**src/rtl/bcd_pkg.sv**
```systemverilog
// Shared BCD definitions: digit width, decimal limits, FSM states
// and per-nibble helpers used by the serial BCD adder.
package bcd_pkg;

    localparam int BCD_DIGIT_W = 4;
    localparam logic [3:0] BCD_MAX = 4'd9;
    localparam logic [3:0] BCD_CORR = 4'd6;

    typedef enum logic [1:0] {
        IDLE,
        RUN,
        DONE
    } state_t;

    function automatic logic is_bcd(
        input logic [BCD_DIGIT_W-1:0] d
    );
        return d <= BCD_MAX;
    endfunction

    function automatic logic [BCD_DIGIT_W-1:0] nines_comp(
        input logic [BCD_DIGIT_W-1:0] d
    );
        return BCD_MAX - d;
    endfunction

endpackage

```
**src/rtl/bcd_digit_adder.sv**
```systemverilog
// One-digit decimal adder: a + b + ci with +6 correction
// when the binary digit sum exceeds nine.
module bcd_digit_adder
    import bcd_pkg::*;
(
    input  logic [BCD_DIGIT_W-1:0] a,
    input  logic [BCD_DIGIT_W-1:0] b,
    input  logic                   ci,
    output logic [BCD_DIGIT_W-1:0] digit,
    output logic                   co
);

    logic [BCD_DIGIT_W:0] s;

    // binary sum, then decimal correction on overflow past 9
    always_comb begin
        s = {1'b0, a} + {1'b0, b} + {{BCD_DIGIT_W{1'b0}}, ci};
        if (s > {1'b0, BCD_MAX}) begin
            digit = s[BCD_DIGIT_W-1:0] + BCD_CORR;
            co    = 1'b1;
        end else begin
            digit = s[BCD_DIGIT_W-1:0];
            co    = 1'b0;
        end
    end

endmodule

```
**src/rtl/bcd_serial_adder.sv**
```systemverilog
// Digit-serial packed-BCD adder, DPC digits per cycle.
// Define BCD_SUB_EN to add the op port (1 = a - b via nines complement).
module bcd_serial_adder
    import bcd_pkg::*;
#(
    parameter int N_DIGITS = 4,
    parameter int DPC      = 1
) (
    input  logic                  clk,
    input  logic                  rst_n,
    input  logic                  in_valid,
    output logic                  in_ready,
    input  logic [4*N_DIGITS-1:0] a,
    input  logic [4*N_DIGITS-1:0] b,
    input  logic                  cin,
`ifdef BCD_SUB_EN
    input  logic                  op,
`endif
    output logic                  out_valid,
    input  logic                  out_ready,
    output logic [4*N_DIGITS-1:0] sum,
    output logic                  cout,
    output logic                  err
);

    localparam int W  = BCD_DIGIT_W * N_DIGITS;
    localparam int GW = BCD_DIGIT_W * DPC;
    localparam int NG = N_DIGITS / DPC;
    localparam int CW = (NG > 1) ? $clog2(NG) : 1;

    generate
        if (DPC < 1 || N_DIGITS < 1 || (N_DIGITS % DPC) != 0) begin : g_bad_cfg
            $error("bcd_serial_adder: DPC must divide N_DIGITS");
        end
    endgenerate

    state_t          state;
    logic [W-1:0]    a_q;
    logic [W-1:0]    b_q;
    logic            carry;
    logic [CW-1:0]   cnt;
    logic [W-1:0]    b_in;
    logic            c_in;
    logic            bad;
    logic [DPC:0]    ch;
    logic [GW-1:0]   grp_sum;
    logic [W+GW-1:0] sum_sh;

    // any non-decimal nibble in either operand poisons the op
    always_comb begin
        bad = 1'b0;
        for (int i = 0; i < N_DIGITS; i++) begin
            if (!is_bcd(a[BCD_DIGIT_W*i +: BCD_DIGIT_W]) ||
                !is_bcd(b[BCD_DIGIT_W*i +: BCD_DIGIT_W])) begin
                bad = 1'b1;
            end
        end
    end

`ifdef BCD_SUB_EN
    // subtract becomes a + nines(b) + 1
    always_comb begin
        b_in = b;
        c_in = cin;
        if (op) begin
            for (int i = 0; i < N_DIGITS; i++) begin
                b_in[BCD_DIGIT_W*i +: BCD_DIGIT_W] =
                    nines_comp(b[BCD_DIGIT_W*i +: BCD_DIGIT_W]);
            end
            c_in = 1'b1;
        end
    end
`else
    assign b_in = b;
    assign c_in = cin;
`endif

    assign ch[0] = carry;

    for (genvar g = 0; g < DPC; g++) begin : g_dig
        bcd_digit_adder u_dig (
            .a     (a_q[BCD_DIGIT_W*g +: BCD_DIGIT_W]),
            .b     (b_q[BCD_DIGIT_W*g +: BCD_DIGIT_W]),
            .ci    (ch[g]),
            .digit (grp_sum[BCD_DIGIT_W*g +: BCD_DIGIT_W]),
            .co    (ch[g+1])
        );
    end

    // new digits enter at the top; after NG groups digit 0 sits at [3:0]
    assign sum_sh = {grp_sum, sum};

    // control FSM with registered handshake and result outputs
    always_ff @(posedge clk or negedge rst_n) begin
        if (!rst_n) begin
            state     <= IDLE;
            in_ready  <= 1'b1;
            out_valid <= 1'b0;
            sum       <= '0;
            cout      <= 1'b0;
            err       <= 1'b0;
            a_q       <= '0;
            b_q       <= '0;
            carry     <= 1'b0;
            cnt       <= '0;
        end else begin
            unique case (state)
                IDLE: begin
                    if (in_valid) begin
                        a_q      <= a;
                        b_q      <= b_in;
                        carry    <= c_in;
                        cnt      <= '0;
                        in_ready <= 1'b0;
                        sum      <= '0;
                        cout     <= 1'b0;
                        err      <= bad;
                        state    <= bad ? DONE : RUN;
                    end
                end
                RUN: begin
                    a_q   <= a_q >> GW;
                    b_q   <= b_q >> GW;
                    sum   <= sum_sh[W+GW-1:GW];
                    carry <= ch[DPC];
                    cnt   <= cnt + 1'b1;
                    if (cnt == CW'(NG - 1)) begin
                        cout      <= ch[DPC];
                        out_valid <= 1'b1;
                        state     <= DONE;
                    end
                end
                DONE: begin
                    if (!out_valid) begin
                        out_valid <= 1'b1;
                    end else if (out_ready) begin
                        out_valid <= 1'b0;
                        in_ready  <= 1'b1;
                        state     <= IDLE;
                    end
                end
                default: begin
                    state <= IDLE;
                end
            endcase
        end
    end

endmodule

```
**config.mk**
```make
export PLATFORM = sky130hd
export DESIGN_NAME = bcd_serial_adder
export DESIGN_NICKNAME = d
export VERILOG_FILES = /design/src/rtl/bcd_pkg.sv /design/src/rtl/bcd_digit_adder.sv /design/src/rtl/bcd_serial_adder.sv
export SDC_FILE = /design/constraint.sdc
export NUM_CORES = 1
export LEC_CHECK = 0
export ABC_AREA = 0
export BUFFER_PORTS_ARGS = -buffer_cell sky130_fd_sc_hd__buf_4
export CORE_UTILIZATION = 50
export CTS_BUF_LIST = sky130_fd_sc_hd__clkbuf_2
export DETAILED_ROUTE_END_ITERATION = 8
export PLACE_DENSITY = 0.85
export RECOVER_POWER = 50
export SLEW_MARGIN = 20
export SYNTH_ARGS = -nofsm -noshare
export SYNTH_HDL_FRONTEND = slang
export SYNTH_SLANG_ARGS = --single-unit
export TNS_END_PERCENT = 20
```
**constraint.sdc**
```tcl
create_clock -name clk -period 4.4 [get_ports clk]
set_input_delay 0.88 -clock clk [delete_from_list [all_inputs] [get_ports clk]]
set_output_delay 0.88 -clock clk [all_outputs]
set_load 0.03 [all_outputs]
```
### Word-level counts from Yosys, hierarchy flattened

Index checks and enable logic that the tools add are counted.

| word-level totals | value |
|---|---|
| flip-flop bits (word level) | 57 |
| latch bits | 0 |
| RAM bits | 0 |
| ROM bits | 0 |
| input port bits | 37 |
| logic and storage cells | 84 |
| memories | 0 |

| cells by class | value |
|---|---|
| $add $sub $neg | 4 |
| multipliers | 0 |
| div/mod/pow operators | 0 |
| magnitude comparators | 9 |
| equality and inequality tests | 7 |
| shift-type cells | 0 |
| muxes and demuxes | 32 |
| bitwise gates (word level) | 0 |
| reduce and logical (&&, ||, !) cells | 22 |

Operators by type and width:

| cell | count |
|---|---|
| $pmux W16 S2 | 3 |
| $mux W16 | 3 |
| $le A4 B4 Y1 const B | 8 |
| $mux W1 | 13 |
| $mux W2 | 6 |
| $logic_not A1 Y1 | 8 |
| $ne A2 B2 Y1 const B | 4 |
| $pmux W1 S2 | 4 |
| $reduce_and A4 Y1 | 2 |
| $pmux W2 S3 | 1 |
| $reduce_and A2 Y1 | 3 |
| $reduce_bool A2 Y1 | 3 |
| $add A4 B4 Y5 | 1 |
| $add A5 B1 Y5 | 1 |
| $gt A5 B4 Y1 const B | 1 |
| $add A4 B3 Y4 const B | 1 |
| $eq A2 B2 Y1 const B | 2 |
| $logic_or A1 B1 Y1 | 4 |
| $mux W4 | 1 |
| $pmux W2 S2 | 1 |
| $reduce_and A3 Y1 | 1 |
| $add A2 B1 Y2 const B | 1 |
| $eq A2 B1 Y1 const B | 1 |
| $logic_not A2 Y1 | 1 |

### Longest topological paths before layout

Gate-level depths: netlist of run 1.

| depth | value |
|---|---|
| depth in word-level cells | 10 |
| gate-level depth with buffers | 8 |
| depth with buffers taken out | 8 |

### Hierarchy

From an unflattened synthesis of run 1, not the netlist that was laid out.

| second synthesis, totals | value |
|---|---|
| cells, all modules | 253 |
| area, all modules | 2767.7 um^2 |

Modules (own cells, without submodules):

| module | times used | cells each | area an instance (um^2) |
|---|---|---|---|
| bcd_serial_adder | 1 | 231 | 2556.2 |
| bcd_digit_adder | 1 | 22 | 211.5 |

### Least setup slack after synthesis of run 1

Ideal clock, no wire load.

| timing | value |
|---|---|
| kind | register -> register |
| start | register a_q[0] |
| end | register carry |
| library setup time | 111 ps |
| data arrival time | 2587 ps |
| data required time | 4289 ps |
| path slack | 1702 ps |
| cell stages (with the launch flop) | 9 |
| path buffers | 0 |
| clock period less this slack | 2698 ps |
| cell sequence | dfrtp_1 -> fa_1 -> fa_1 -> xnor2_1 -> ha_1 -> nor2b_1 -> a31o_1 -> or3_1 -> a222oi_1 |

| on the way | value |
|---|---|
| word-level cells in the longest chain between the ends | 5 |

RTL lines:

| element | line | source |
|---|---|---|
| start, declared | bcd_serial_adder.sv:38 | `logic [W-1:0] a_q;` |
| start signal, assigned | bcd_serial_adder.sv:122 | `a_q <= a_q >> GW;` |
| $add A4 B4 Y5 | bcd_digit_adder.sv:17 | `s = {1'b0, a} + {1'b0, b} + {{BCD_DIGIT_W{1'b0}}, ci};` |
| $add A5 B1 Y5 | bcd_digit_adder.sv:17 |  |
| $gt A5 B4 Y1 | bcd_digit_adder.sv:18 | `if (s > {1'b0, BCD_MAX}) begin` |
| $mux W1 | bcd_digit_adder.sv:18 |  |
| $pmux W1 S2 | bcd_serial_adder.sv:107 | `unique case (state)` |
| end signal, assigned | bcd_serial_adder.sv:112 | `carry <= c_in;` |
| end signal, assigned | bcd_serial_adder.sv:125 | `carry <= ch[DPC];` |
| end, declared | bcd_serial_adder.sv:40 | `logic carry;` |

No other way between the ends.
A chain may end at the register's enable or synchronous reset.

### Worst setup path after layout of run 1

| timing | value |
|---|---|
| start | register state[1] |
| end | register sum[13] |

| on the way | value |
|---|---|
| word-level cells in the longest chain between the ends | 3 |

RTL lines:

| element | line | source |
|---|---|---|
| start, declared | bcd_serial_adder.sv:37 | `state_t state;` |
| start signal, assigned | bcd_serial_adder.sv:118 | `state <= bad ? DONE : RUN;` |
| $eq A2 B1 Y1 or $logic_not A2 Y1 (tied branches) | bcd_serial_adder.sv:107 |  |
| $reduce_bool A2 Y1 (no source line) or $ne A2 B2 Y1 (tied branches) | n/a |  |
| $reduce_and A2 Y1 (no source line) | n/a |  |
| end signal, assigned | bcd_serial_adder.sv:124 | `sum <= sum_sh[W+GW-1:GW];` |
| end, declared | bcd_serial_adder.sv:21 | `output logic [4*N_DIGITS-1:0] sum,` |

Several ways; a longest one is shown, not always the timed one.

==> run metrics, run 1 <==
run status finished, violations left; failing checks max-capacitance violations, max-slew violations; CTS max path bufs 2; met1 usage 27.00%; RSZ-0062 raised after global routing no; most area-consuming cells after synthesis dfrtp_1, mux2i_1, a22o_1, o21ai_0, nand2_1; grt met2 use 37.64%; Area Overhead vs Synth 22.21%; Synth async-reset ratio 100.0%; # Max-Cap Violations 2; most common flop cell mapped by yosys dfrtp_1; Net Switching 743.4 µW; Synth Register Bits 57; Worst Hold Class flop to flop; final core occ 63.63%; DP Worst Slack 1.454 ns; Hold Vio Cnt, Final 0; f_max 0.2897 GHz; CTS tree done; hold_sp in_ready; GR Layer Usage met3 under 10%; grt ovf 0; n_diodes 0; vias in the first global route 2034; Hold Crit Depth 2; placer congestion estimate around 0.80; R2R Setup Slk 0.95 ns; Worst Path Class, Setup flop to flop; critical path depth 4; crit path max-delay cell type clkbuf_1; Synth Cell Area ~2700 µm²; reg2reg end sum[13]; Slew HR -98.04%; CP Capture Type flop; post-cts sizing count 0; sw frac between 30 and 40%; first-pass GRT wire length 9273 µm; initial antenna violation count 0; top post-synthesis cells by count dfrtp_1, o21ai_0, nand2_1; Syn Inst Count 250; # setup viols final 0; leading area contributor after synthesis dfrtp_1; Sink Count 57; sequential power share a little over two fifths; Critical Path Fanout Max 75; post-CTS setup buffer count 0; post-synth top area share 52.36%; CP cell instances o21bai_2 -> clkbuf_1 -> a222oi_1 -> nand3_1; clk_lat worst skew 0.48 ns; min setup slack post-route 0.9486 ns; CP startpoint kind flop; via density per instance approximately 5.6; Final min period 3.451 ns; cells on worst reg2reg path 4; # DRC 0; proportion of layout cells with a drive suffix above 1 between 20% and 30%; filler cell count 459; CP max stage delay 1.98 ns; EDFF count, synth 0; Clk network pwr share 20.1%; Chip Width approximately 75 µm; setup TNS 0 ns; DRT Pass-1 Iters 4; CP arrival roughly 3.8 ns; post-DP HPWL between 3000 and 4000 µm; Placed Instances 364; Avg Cell Area, Syn 10.71 µm²; Post-Layout Cell Count 380; final wirelength between 5000 and 6000 µm; Core ar. between 5000 and 6000 µm²; GRT Overall Usage 22.65%; initial core utilization 52.07%; antenna-violating nets left 0; num rows 26; Min-Delay Endpoint in_ready; Worst-Margin Slew between 2 and 3 ns; Cell variety after synth 35; clk root buf clkbuf_2; worst path required time 4.79 ns; worst vdd ir 358.9 µV; Die H 75.16 µm; Port Buffer Count 56; CTS H-Tree Depth 3; Internal Pwr Total 1.187 mW; Final Max Tran Viols around 130; worst r2r src state[1]; DR vias 2120; logic gate share of total power 37.6%; PD cells ~590 nW/µm²; Post-CTS Hold Fix Bufs 0; fin nets 349; crit path buf inv count 1; CTS buffer count 9; Seq/Total Area, Yosys between 50 and 60%; Pleak ~1.7 nW; num ports 57; Ys Warns 0; routed wire length per instance 14.82 µm; clock slew at reported path FFs between 0.15 and 0.2 ns; CP delay by family, top buffers and inverters; syn_nets approximately 290; Setup Skew 0.02005 ns; Die ar. between 5000 and 6000 µm²; DR iter-0 viols 111; top-count cell post-synth dfrtp_1; final worst-path cycle share 78.44%; GR peak layer met2; pin count of the biggest net entering global routing 76
## metal layers
metal | vias up | wire [µm]
li1 | 1025 | -
met1 | 1010 | 2320
met2 | 76 | 2814
met3 | 9 | 404
met4 | 0 | 90
met5 | - | 0
## worst max path at each step
stage | start | endpoint
6_report | state[1] | sum[13]
5_1_grt | state[1] | sum[13]
4_1_cts | a_q[0] | carry
3_5_place_dp | a_q[0] | carry
3_3_place_gp | a_q[0] | carry
2_1_floorplan | a_q[0] | carry
## power groups by stage
| stage | clock [mW] | sequential [mW] | combinational, mW |
|---|---|---|---|
| 2_1_floorplan | 0 | 0.812 | 0.517 |
| 3_3_place_gp | 0 | 0.817 | 0.680 |
| 3_5_place_dp | 0 | 0.829 | 0.721 |
| 4_1_cts | 0.395 | 0.817 | 0.726 |
| 5_1_grt | 0.414 | 0.838 | 0.816 |
| 6_report | 0.388 | 0.816 | 0.726 |
## stage by stage
step	hold WS, ns	power [mW]	instance area, µm²
CTS	0.4176	1.937	3286
finish	0.4892	1.930	3271
detailed placement	0.4678	1.550	3153
floorplan	0.4492	1.330	2676
global route	0.5167	2.068	3271
global placement	0.4575	1.496	3153
## area by class of cell
| cell class | instances | area, µm² | area share, % |
|---|---|---|---|
| sequential | 57 | 1428 | 43.65 |
| multi-input combinational | 174 | 1176 | 35.96 |
| timing repair buffer | 58 | 427.9 | 13.08 |
| tap | 70 | 87.58 | 2.678 |
| clock inverter | 6 | 82.58 | 2.525 |
| clock buffer | 10 | 50.05 | 1.530 |
| inverter | 5 | 18.77 | 0.5738 |
## layout by cell type, fill, tap and decap left out, types with 2 or more instances in the layout
master     Yosys  final
a2111oi_0      2      2
a21o_1         2      2
a21oi_1        8      8
a222oi_1       2      2
a22o_1        22     22
buf_4          0     54
bufinv_16      0      2
clkbuf_1       9      2
clkbuf_2       0     10
clkbuf_4       0      2
clkinv_2       0      3
dfrtp_1       56     56
fa_1           2      2
ha_1           5      5
inv_1          5      5
mux2i_1       24     24
nand2_1       31     31
nand2b_1       3      3
nand3_1        3      3
nand4_1        2      2
nor2_1        12     12
nor2b_1        2      2
o211ai_1       2      2
o21ai_0       37     37
or3_1          2      2
or4b_1         2      2
## tightest hold or removal path: cells and delay by family, from the launching register on
family / cells / cell delay, ns
AND/OR/NAND/NOR: 2 / 0.10
flip-flops: 1 / 0.41
## cells by family after synthesis
kind of cell               Yosys count  share of synthesized area (%)
muxes                               24                          8.976
and+or+nand+nor                     59                          9.958
xor gates and xnor gates             1                         0.3273
AOI/OAI and AO/OA                   83                          20.71
buffers and inverters               19                          2.852
DFF                                 57                          53.34
adders and majority gates            7                          3.834
## sequential cells by signal, indices dropped and copies added, names as in the netlist
register / count
sum: 16
cout: 1
in_ready: 1
state: 2
err: 1
carry: 1
cnt: 2
out_valid: 1
a_q: 16
b_q: 16
No activity file was read; power rests on OpenSTA's default activity.
==> run 2, diff against run 1 <==
==> constraint.sdc (replaced) <==
create_clock -name clk -period 3.5 [get_ports clk]
set_input_delay 0.7 -clock clk [delete_from_list [all_inputs] [get_ports clk]]
set_output_delay 0.7 -clock clk [all_outputs]
set_load 0.03 [all_outputs]
==> run metrics, run 2 (synthesis gave the netlist of run 1 again) <==
fin nets 350; DR vias 2126; worst path required time 3.85 ns; Min-Delay Endpoint b_q[12]; DP Area 3161 µm²; proportion of layout cells with a drive suffix above 1 between 20 and 30%; CP arrival about 3.3 ns; Placed Instances 365; Post-Layout Cell Count 381; grt ovf 0; PD cells 694.0 nW/µm²; worst vdd ir ~350 µV; hold_sp b[12]; post-DP HPWL 3954 µm; Worst Path Class, Setup flop to flop; Sink Count 57; CP max stage delay approximately 0.46 ns; Core ar. 5140 µm²; commonest non-fill, non-tap cells in the layout dfrtp_1, buf_4, o21ai_0; Final Max Tran Viols 0; Setup Skew 0.01952 ns; reg2reg end carry; Slew HR under 10%; setup TNS 0 ns; final worst-path cycle share between 80% and 90%; f_max 0.3455 GHz; crit path buf inv count 0; Worst path most repeated cell fa_1; Critical Path Fanout Max 5; DRT Pass-1 Iters 5; clock slew at reported path FFs roughly 0.15 ns; hold_ws between 0.4 and 0.5 ns; run status completed; Port Buffer Count 56; crit path max-delay cell type fa_1; RSZ-0062 raised after global routing no; first-pass GRT wire length about 9300 µm; DR iter-0 viols 165; Post-CTS Hold Fix Bufs 0; worst r2r src a_q[0]; num ports 57; Design Area, Final 3228 µm²; Pleak 1.727 nW; Die H between 70 and 80 µm; CTS buffer count 9; Hold Crit Depth 2; CTS tree done; initial core utilization 52.07%; R2R Setup Slk 0.61 ns; CP cell instances fa_1 -> fa_1 -> xnor2_1 -> ha_1 -> nor2b_1 -> a31o_1 -> or3_1 -> a222oi_1; post-cts sizing count 0; Die ar. 5649 µm²; CTS max path bufs 2; footprint of the multi-input gates approximately 1200 µm²; Worst Hold Class primary input to flop; sequential cell area 1428 µm²; CP delay by family, top adder cells; via density per instance 5.580; # setup viols final 0; Worst-Margin Slew 1.369 ns; largest registers a_q: 16 flops, b_q: 16 flops, sum: 16 flops; Area Overhead vs Synth 20.62%; placer congestion estimate 0.7797; CTS H-Tree Depth 3; final wirelength between 5000 and 6000 µm; antenna-violating nets left 0; CP startpoint kind flop; num rows 26; cells on worst reg2reg path 8; vias in the first global route between 2000 and 2500; GRT Overall Usage 22.19%; Hold Vio Cnt, Final 0; pin count of the biggest net entering global routing 76; # DRC 0; n_diodes 0; initial antenna violation count 0; clk root buf clkbuf_2; CP Capture Type flop; Chip Width 75.16 µm; # Max-Cap Violations 0; Final min period between 2 and 3 ns; filler cell count 454; clk_lat worst skew approximately 0.46 ns; post-CTS setup buffer count 0; routed wire length per instance ~14 µm
## run 2: cell count changes in the layout (fill, tap and decap cells not counted), sizes merged
| cell | delta |
|---|---|
| bufinv | -2 |
| clkinvlp | -1 |
| clkbuf | +1 |
| clkinv | +1 |
| buf | +2 |
## run 2: per-stage QoR
step	util, %	power, mW	worst slack (ns)
2_1_floorplan	-	1.671	0.8021
3_3_place_gp	61.49	1.879	0.7001
3_5_place_dp	61.49	1.932	0.6105
4_1_cts	63.05	2.257	0.5808
5_1_grt	62.80	2.444	0.4077
6_report	62.80	2.240	0.6053
## run 2: cell type report
type | count | area share (%)
Sequential cell | 57 | 44.22
Multi-Input combinational cell | 174 | 36.43
Timing Repair Buffer | 59 | 13.57
Tap cell | 70 | 2.713
Clock buffer | 12 | 1.860
Clock inverter | 4 | 0.6202
Inverter | 5 | 0.5814
## run 2: worst register-to-register path: cells and delay by family (launching register included)
kind            cells  cell delay [ns]
fa+ha+maj           3             1.12
simple gates        2             0.55
compound gates      2             0.52
flops               1             0.42
xor+xnor            1             0.19
## run 2: worst max path at each step
stage | from | depth (start not counted) | endpoint | slack [ns]
after floorplan | a_q[0] | 8 | carry | 0.80
after global placement | a_q[0] | 8 | carry | 0.70
after detailed placement | a_q[0] | 8 | carry | 0.61
after CTS | a_q[0] | 8 | carry | 0.58
after global routing | a_q[0] | 8 | carry | 0.41
final | a_q[0] | 8 | carry | 0.61
## run 2: power by group
part | internal, mW | switching [mW] | total, mW
logic | 0.376 | 0.517 | 0.894
clock network | 0.0982 | 0.228 | 0.326
registers | 0.873 | 0.148 | 1.02
total | 1.35 | 0.893 | 2.24
## run 2: per-layer routing
layer | routed length, µm | GRT usage (%)
met3 | 317 | 5.221
met1 | 2484 | 28.32
met5 | 0 | 0
met4 | 59 | 8.436
met2 | 2640 | 36.94
